`config.mk`:
```
export PLATFORM = sky130hd
export DESIGN_NAME = dot_matrix_scanner
export DESIGN_NICKNAME = d
export VERILOG_FILES = /design/src/rtl/dot_matrix_pkg.sv /design/src/rtl/dot_matrix_frame_buffer.sv /design/src/rtl/dot_matrix_scanner.sv
export SDC_FILE = /design/constraint.sdc
export NUM_CORES = 1
export LEC_CHECK = 0
export ABC_AREA = 0
export BUFFER_PORTS_ARGS = -buffer_cell sky130_fd_sc_hd__buf_2
export CORE_MARGIN = 2
export CORE_UTILIZATION = 45
export DETAILED_ROUTE_END_ITERATION = 7
export GPL_TIMING_DRIVEN = 1
export PLACE_DENSITY = 0.6
export SYNTH_ARGS = -nofsm -noshare
export SYNTH_HDL_FRONTEND = slang
export SYNTH_HIERARCHICAL = 1
export SYNTH_SLANG_ARGS = --single-unit
export TNS_END_PERCENT = 20
```
`constraint.sdc`:
```
create_clock -name clock -period 2.5 [get_ports clock]
set_clock_uncertainty 0.1 [all_clocks]
set_input_delay 0.5 -clock clock [delete_from_list [all_inputs] [get_ports clock]]
set_output_delay 0.5 -clock clock [all_outputs]
set_load 0.02 [all_outputs]
```
`src/rtl/dot_matrix_pkg.sv`:
```
// Shared geometry defaults, blank-output constants and the row-select helper
// for the dot matrix scanner and its frame buffer.
package dot_matrix_pkg;

    localparam int DEF_ROWS         = 8;
    localparam int DEF_COLS         = 8;
    localparam int DEF_BRIGHT_W     = 3;
    localparam int DEF_DWELL_LOG2   = 4;
    localparam int DEF_BLINK_FRAMES = 32;

    localparam int MAX_ROWS  = 16;
    localparam int MAX_COLS  = 32;
    localparam int MAX_ROW_W = 4;

    localparam logic [MAX_ROWS-1:0] BLANK_ROW = '1;
    localparam logic [MAX_COLS-1:0] BLANK_COL = '0;

    // Active-low one-hot-zero row select at the widest supported geometry.
    function automatic logic [MAX_ROWS-1:0] row_select_n(input logic [MAX_ROW_W-1:0] row);
        return ~(MAX_ROWS'(1) << row);
    endfunction

endpackage

```
`src/rtl/dot_matrix_frame_buffer.sv`:
```
// Double-buffered frame store: the back buffer takes controller writes and the
// front buffer feeds the scan. A commit copies back to front at a frame boundary.
module dot_matrix_frame_buffer
    import dot_matrix_pkg::*;
#(
    parameter int ROWS = DEF_ROWS,
    parameter int COLS = DEF_COLS
) (
    input  logic                    clock,
    input  logic                    reset_n,
    input  logic                    i_wr_en,
    input  logic [$clog2(ROWS)-1:0] i_wr_row,
    input  logic [COLS-1:0]         i_wr_data,
    input  logic                    i_commit,
    input  logic                    i_copy_ok,
    input  logic [$clog2(ROWS)-1:0] i_rd_row,
    output logic [COLS-1:0]         o_rd_data,
    output logic                    o_commit_busy,
    output logic                    o_commit_done
);

    localparam int                ROW_W    = $clog2(ROWS);
    localparam logic [ROW_W:0]    ROWS_EXT = (ROW_W + 1)'(ROWS);

    logic [COLS-1:0] r_back  [ROWS];
    logic [COLS-1:0] r_front [ROWS];
    logic            r_pending;
    logic            r_done;
    logic            w_copy;
    logic            w_wr_ok;

    assign w_copy  = r_pending & i_copy_ok;
    assign w_wr_ok = i_wr_en & ({1'b0, i_wr_row} < ROWS_EXT);

    // NOTE: both arrays take the async reset so a reset always leaves a known zero frame.
    always_ff @(posedge clock or negedge reset_n) begin
        if (!reset_n) begin
            for (int i = 0; i < ROWS; i++) begin
                r_back[i] <= '0;
            end
        end else if (w_wr_ok) begin
            r_back[i_wr_row] <= i_wr_data;
        end
    end

    // NOTE: non-blocking updates mean a write landing in the copy cycle is not seen by the copy.
    always_ff @(posedge clock or negedge reset_n) begin
        if (!reset_n) begin
            for (int i = 0; i < ROWS; i++) begin
                r_front[i] <= '0;
            end
        end else if (w_copy) begin
            r_front <= r_back;
        end
    end

    // A commit arriving in the copy cycle re-arms for the following frame.
    always_ff @(posedge clock or negedge reset_n) begin
        if (!reset_n) begin
            r_pending <= 1'b0;
            r_done    <= 1'b0;
        end else begin
            r_done <= w_copy;
            if (w_copy) begin
                r_pending <= i_commit;
            end else if (i_commit) begin
                r_pending <= 1'b1;
            end
        end
    end

    assign o_rd_data     = r_front[i_rd_row];
    assign o_commit_busy = r_pending;
    assign o_commit_done = r_done;

endmodule

```
`src/rtl/dot_matrix_scanner.sv`:
```
// Row-scanning LED dot matrix driver with PWM brightness, blink, blanking and a
// frame-synchronous commit of the double-buffered frame store.
module dot_matrix_scanner
    import dot_matrix_pkg::*;
#(
    parameter int ROWS         = DEF_ROWS,
    parameter int COLS         = DEF_COLS,
    parameter int BRIGHT_W     = DEF_BRIGHT_W,
    parameter int DWELL_LOG2   = DEF_DWELL_LOG2,
    parameter int BLINK_FRAMES = DEF_BLINK_FRAMES
) (
    input  logic                    clock,
    input  logic                    reset_n,
    input  logic                    enable,
    input  logic                    wr_en,
    input  logic [$clog2(ROWS)-1:0] wr_row,
    input  logic [COLS-1:0]         wr_data,
    input  logic                    commit,
    output logic                    commit_busy,
    output logic                    commit_done,
    input  logic [BRIGHT_W-1:0]     brightness,
    input  logic                    blink_en,
    output logic                    frame_start,
    output logic [ROWS-1:0]         dot_row,
    output logic [COLS-1:0]         dot_col
);

    localparam int                  ROW_W      = $clog2(ROWS);
    localparam int                  BLINK_W    = (BLINK_FRAMES > 1) ? $clog2(BLINK_FRAMES) : 1;
    localparam logic [ROW_W-1:0]    LAST_ROW   = ROW_W'(ROWS - 1);
    localparam logic [BLINK_W-1:0]  LAST_BLINK = BLINK_W'(BLINK_FRAMES - 1);

    logic [DWELL_LOG2-1:0] r_dwell;
    logic [ROW_W-1:0]      r_row;
    logic [BLINK_W-1:0]    r_blink_cnt;
    logic                  r_blink_phase;
    logic [ROWS-1:0]       r_dot_row;
    logic [COLS-1:0]       r_dot_col;
    logic                  r_frame_start;

    logic                  w_dwell_last;
    logic                  w_frame_end;
    logic                  w_copy_ok;
    logic                  w_visible;
    logic [ROWS-1:0]       w_row_sel_n;
    logic [COLS-1:0]       w_front_row;

    assign w_dwell_last = &r_dwell;
    assign w_frame_end  = enable & w_dwell_last & (r_row == LAST_ROW);
    assign w_copy_ok    = w_frame_end | ~enable;
    assign w_visible    = enable
                        & (r_dwell[DWELL_LOG2-1 -: BRIGHT_W] <= brightness)
                        & ~(blink_en & r_blink_phase);
    assign w_row_sel_n  = ROWS'(row_select_n(MAX_ROW_W'(r_row)));

    dot_matrix_frame_buffer #(
        .ROWS (ROWS),
        .COLS (COLS)
    ) u_frame_buffer (
        .clock         (clock),
        .reset_n       (reset_n),
        .i_wr_en       (wr_en),
        .i_wr_row      (wr_row),
        .i_wr_data     (wr_data),
        .i_commit      (commit),
        .i_copy_ok     (w_copy_ok),
        .i_rd_row      (r_row),
        .o_rd_data     (w_front_row),
        .o_commit_busy (commit_busy),
        .o_commit_done (commit_done)
    );

    always_ff @(posedge clock or negedge reset_n) begin
        if (!reset_n) begin
            r_dwell <= '0;
            r_row   <= '0;
        end else if (enable) begin
            r_dwell <= r_dwell + 1'b1;
            if (w_dwell_last) begin
                r_row <= (r_row == LAST_ROW) ? '0 : r_row + 1'b1;
            end
        end
    end

    always_ff @(posedge clock or negedge reset_n) begin
        if (!reset_n) begin
            r_blink_cnt   <= '0;
            r_blink_phase <= 1'b0;
        end else if (!blink_en) begin
            r_blink_cnt   <= '0;
            r_blink_phase <= 1'b0;
        end else if (w_frame_end) begin
            if (r_blink_cnt == LAST_BLINK) begin
                r_blink_cnt   <= '0;
                r_blink_phase <= ~r_blink_phase;
            end else begin
                r_blink_cnt <= r_blink_cnt + 1'b1;
            end
        end
    end

    // The last dwell clock of every row is always blanked, giving the
    // one-cycle anti-ghosting gap whenever that clock would have been lit.
    always_ff @(posedge clock or negedge reset_n) begin
        if (!reset_n) begin
            r_dot_row     <= ROWS'(BLANK_ROW);
            r_dot_col     <= COLS'(BLANK_COL);
            r_frame_start <= 1'b0;
        end else begin
            if (w_visible && !w_dwell_last) begin
                r_dot_row <= w_row_sel_n;
                r_dot_col <= w_front_row;
            end else begin
                r_dot_row <= ROWS'(BLANK_ROW);
                r_dot_col <= COLS'(BLANK_COL);
            end
            r_frame_start <= enable & (r_row == '0) & (r_dwell == '0);
        end
    end

    assign dot_row     = r_dot_row;
    assign dot_col     = r_dot_col;
    assign frame_start = r_frame_start;

endmodule

```
### Word level (Yosys, flattened, before mapping)

Index checks and enable logic that the tools add are counted.

| word-level totals | value |
|---|---|
| word-level logic and storage cells | 78 |
| output and inout port bits | 19 |
| register bits | 160 |

| operators by class | value |
|---|---|
| muxes and demuxes | 17 |
| eq/ne operators | 4 |
| reductions and logical operators | 9 |
| bitwise operators | 15 |
| shifts and indexed selects | 1 |
| order comparisons | 4 |
| add/subtract/negate cells | 3 |

Operators by type and width:

| kind | count |
|---|---|
| bitwise mux 64 bit | 1 |
| 2-to-1 mux 8 bit | 5 |
| binary-select mux 8 bit (select 3 bit) | 1 |
| demux 8 bit (select 3 bit) | 1 |
| 2-to-1 mux 5 bit | 3 |
| bitwise AND 1 bit | 8 |
| greater-or-equal comparator 4 bit (second input constant) | 2 |
| NOT 3 -> 4 bit | 2 |
| NOT 8 bit | 1 |
| left shift 1 x 3 -> 8 bit (first input constant) | 1 |
| adder 5 x 1 -> 5 bit (second input constant) | 1 |
| == test 5 bit (second input constant) | 1 |
| 2-to-1 mux 1 bit | 5 |
| AND reduction 5 bit | 1 |
| adder 4 x 1 -> 4 bit (second input constant) | 1 |
| logical NOT 4 bit | 1 |
| < comparator 4 x 1 -> 1 bit (second input constant) | 1 |
| inequality test 2 x 1 -> 1 bit (second input constant) | 2 |
| AND reduction 4 bit | 1 |
| adder 3 x 1 -> 3 bit (second input constant) | 1 |
| == test 3 bit (second input constant) | 1 |
| <= comparator 3 bit | 1 |
| logical NOT 3 bit | 1 |
| 2-to-1 mux 3 bit | 1 |
| 6 further kinds | 9 |

### Logic depth before layout (Yosys ltp)

| depth | value |
|---|---|
| depth in word-level cells | 6 |
| depth in mapped cells | 8 |
| gate-level depth less buffers | 6 |

### Cells and area by module

The synthesis kept the hierarchy.

Modules (own cells, without submodules):

| module | seq. area each (um^2) | area an instance (um^2) | times used | cells an instance |
|---|---|---|---|---|
| dot_matrix_frame_buffer | 3253.1 | 5416.4 | 1 | 313 |
| dot_matrix_scanner | 760.7 | 1375.1 | 1 | 118 |

### Worst setup path before layout

No wires, ideal clock.

| path | value |
|---|---|
| path type | register -> register |
| start | reg r_row[0] |
| end | reg u_frame_buffer/r_front[10] (netlist bit) |
| required time | 2.275 ns |
| period minus slack after synthesis | 2.243 ns |
| setup time | 0.125 ns |
| data arrival time | 2.018 ns |
| cell stages (with the launch flop) | 9 |
| path slack | 0.257 ns |
| cells stage by stage | dfrtp_1 > ha_1 > ha_1 > nand2_4 > nand2_1 > nand2_1 > clkbuf_1 > buf_2 > mux2_2 |

| between the ends | value |
|---|---|
| longest elaborated chain between the ends | 4 |

RTL lines:

| what | RTL line | text |
|---|---|---|
| from (decl) | dot_matrix_scanner.sv:34 | `logic [ROW_W-1:0] r_row;` |
| from (signal assigned) | dot_matrix_scanner.sv:80 | `r_row <= (r_row == LAST_ROW) ? '0 : r_row + 1'b1;` |
| == test 3 bit | dot_matrix_scanner.sv:49 | `assign w_frame_end = enable & w_dwell_last & (r_row == LAST_ROW);` |
| bitwise AND 1 bit | dot_matrix_scanner.sv:49 |  |
| bitwise OR 1 bit | dot_matrix_scanner.sv:50 | `assign w_copy_ok = w_frame_end \| ~enable;` |
| net w_copy_ok | dot_matrix_scanner.sv:43 | `logic w_copy_ok;` |
| bitwise AND 1 bit | dot_matrix_frame_buffer.sv:32 | `assign w_copy = r_pending & i_copy_ok;` |
| to (signal assigned) | dot_matrix_frame_buffer.sv:53 | `r_front <= r_back;` |
| to (decl) | dot_matrix_frame_buffer.sv:26 | `logic [COLS-1:0] r_front [ROWS];` |

The timed path passes the listed nets, and every way through them passes these cells.
A chain may end at the register's enable or synchronous reset.

### Worst setup path in the final report

| path | value |
|---|---|
| start | reg r_row[0] |
| end | reg u_frame_buffer/r_front[3] (netlist bit) |

Same word-level chain as after synthesis.

==> flow_summary_export.csv <==
group,metric,value,unit
synthesis,syn_inst,431,
detailed_routing,drc_errors,0,
placed_design,pre_cts_ws,354.4,ps
setup_path,worstReg2RegStart,"r_row[0]",
timing,maxSlewViolCount,0,
min_path,hp-class,"in -> reg",
timing,setup_ws,326.6,ps
setup_path,cp-end-kind,"register",
synthesis,post_synth.cell_area_avg,15.76,µm²
clock_tree,cts_buffers,17,
cells_and_area,diodes,0,
synthesis,synthFlopType,"dfrtp_1",
power,peakVddDrop,0.5421,mV
power,power.density,1013,nW/µm²
synthesis,syn_area,6792,µm²
detailed_routing,wl_per_cell,19.14,µm
timing,rsz0062_at_grt,"false",
timing,setup_tns,0,ps
detailed_routing,routed_wl,13.04,mm
clock_tree,cts_tree,"done",
floorplanning,io_pins,39,
min_path,whs_endpoint,"u_frame_buffer/o_commit_busy",
global_routing,antenna_found_initial,0,
synthesis,synth_seq_area_share,0.5910,
min_path,holdPathStages,2,
timing,relSlewSlack,0.5984,
placed_design,gp_congestion,0.7240,
setup_path,worstSetupPathType,"reg -> reg",
status,status,"complete, no violations",
cells_and_area,area_delta_synth_final,15.71,%
clock_tree,root_buffer,"clkbuf_16",
placed_design,hpwl,7.843,mm
detailed_routing,routed-via-count,3727,
clock_tree,htree_levels,4,
cells_and_area,design.final.nets,518,
setup_path,reg2reg_slack,330,ps
global_routing,grt_max_degree,66,
setup_path,reg2regPathDepth,7,
floorplanning,std_cell_rows,44,
setup_path,required,2700,ps
clock_tree,ctsHoldBuffers,1,
cells_and_area,final_util,0.5367,
power,p_leak,3.537,nW
synthesis,ys_types,41,
timing,maxClockFrequency,460.1,MHz
synthesis,synth-edff-count,0,
global_routing,grtUsageTotal,0.1761,
cells_and_area,fillerInstances,1214,
synthesis,synthArstFlopShare,1.000,
timing,post-route-min-period,2173,ps
synthesis,synth_nets,464,
cells_and_area,layout-drive-gt1-share,0.4748,
detailed_routing,vias_per_cell,5.473,
global_routing,grt_pass1_wl,21.22,mm
min_path,hp-start,"commit",
clock_tree,path_clk_slew,60,ps
clock_tree,post_cts_buffers,0,
setup_path,cp.arrival,2370,ps
run,maxCapViolCount,0,
timing,setup_violations,0,
setup_path,startpoint_type,"register",
detailed_routing,drtIter0Drc,190,
floorplanning,start_util,0.4638,
timing,fin_crit_sh,0.8694,
clock_tree,cts_sinks,160,
global_routing,grt_overflow,0,
synthesis,synth_seq_cells,160,
synthesis,yosysWarnings,6,
global_routing,grt_pass1_vias,3931,
placed_design,dpl_cell_area,7283,µm²
setup_path,path_max_fanout,65,
clock_tree,clk_latency,420,ps
placed_design,port_buffers,38,
floorplanning,die_w,126.9,µm
floorplanning,die_y,126.9,µm
detailed_routing,ant_nets,0,
detailed_routing,drtPass1Iterations,4,
floorplanning,core_area,14640,µm²
clock_tree,post_cts_resize_count,0,
clock_tree,cts_buffer_depth,2,
setup_path,r2r-end,"u_frame_buffer/r_front[3]",
cells_and_area,fin_area,7859,µm²
timing,worstMarginPinSlew,602.4,ps
floorplanning,dieArea,16090,µm²
timing,hold_viol,0,
==> layer usage <==
metal,up-vias,track usage,wire [µm]
li1,1689,-,-
met3,11,0.05061,365
met1,1978,0.2427,6332
met2,49,0.2720,6219
met4,0,0.05624,118
met5,-,0,0
==> area by class of cell <==
type,count,area [µm²],share of cell area
Multi-Input combinational cell,240,2636,0.3355
Clock inverter,9,111.4,0.01417
Sequential cell,160,4014,0.5107
Clock buffer,22,454.2,0.05779
Inverter,9,33.78,0.004299
Timing Repair Buffer,57,379.1,0.04824
Tap cell,184,230.2,0.02929
==> metrics by stage <==
stage	total power, mW	hold slack (ps)	instances
after floorplan	4.973	104.4	431
after global placement	5.459	380.0	649
after detailed placement	5.543	385.8	649
after CTS	8.063	161.7	681
after global routing	8.405	162.5	681
final	7.963	189.3	681
==> sequential cells by signal, indices dropped and copies added, names as in the netlist <==
register	cells
u_frame_buffer/r_back	64
u_frame_buffer/r_front	64
dot_col	8
dot_row	8
r_blink_cnt	5
r_dwell	4
r_row	3
frame_start	1
r_blink_phase	1
u_frame_buffer/o_commit_busy	1
u_frame_buffer/o_commit_done	1
==> worst max-delay path, stage by stage, from the launching register on <==
cell and delay, ps:
dfrtp_1 380, ha_1 220, ha_1 280, nand2_4 140, nand2_1 90, nand2_2 90
buf_12 310, mux2_2 390
==> layout by cell type, fill, tap and decap left out, types with 2 or more instances in the layout <==
master / count
clkinvlp_4: 2
ha_1: 13
mux4_1: 15
nor4bb_2: 3
clkinv_4: 3
nor2b_1: 2
buf_12: 3
o21ai_0: 5
nor3_1: 2
inv_1: 9
mux2_2: 136
clkinv_2: 2
nand3_1: 5
dfrtp_1: 152
nand2_1: 9
clkbuf_1: 4
buf_2: 37
and2_1: 2
xnor2_1: 3
and3_1: 10
clkbuf_16: 17
nand4_1: 9
a21o_1: 2
a21boi_1: 2
nand4b_1: 4
bufinv_16: 2
buf_4: 15
dfstp_2: 8
==> cells in the mapped netlist (4+ instances only) <==
cell type	n	share of area
ha_1	13	0.024
o21ai_0	5	0.0037
nand4b_1	4	0.0052
dfrtp_1	152	0.56
and3_1	10	0.0092
nand3_1	5	0.0037
mux2_2	136	0.23
buf_2	12	0.0088
nand2_1	10	0.0055
dfstp_2	8	0.031
mux4_1	15	0.058
inv_1	9	0.0050
nand4_1	9	0.0083
clkbuf_1	6	0.0033
==> power breakdown <==
| part | internal (mW) | switching, mW | leakage (nW) |
|---|---|---|---|
| Clock | 1.49 | 0.988 | 0.270 |
| Combinational | 1.03 | 0.829 | 1.33 |
| Sequential | 3.29 | 0.342 | 1.94 |
| Total | 5.80 | 2.16 | 3.54 |
==> worst max path at each step <==
stage | end | cells after the start | startpoint | slack [ps]
floorplan | u_frame_buffer/r_front[10] | 8 | r_row[0] | 260
global placement | u_frame_buffer/r_front[12] | 7 | r_row[0] | 390
detailed placement | u_frame_buffer/r_front[44] | 7 | r_row[0] | 350
CTS | u_frame_buffer/r_front[44] | 7 | r_row[0] | 340
global route | u_frame_buffer/r_front[5] | 7 | r_row[0] | 220
finish | u_frame_buffer/r_front[3] | 7 | r_row[0] | 330
==> cells by family after synthesis <==
logic type,synth area share
compound gates,0.01400
flops,0.5910
simple gates,0.05361
mux,0.2883
buf+inv,0.02395
xor+xnor,0.005159
fa+ha+maj,0.02395
No activity file was read; power rests on OpenSTA's default activity.
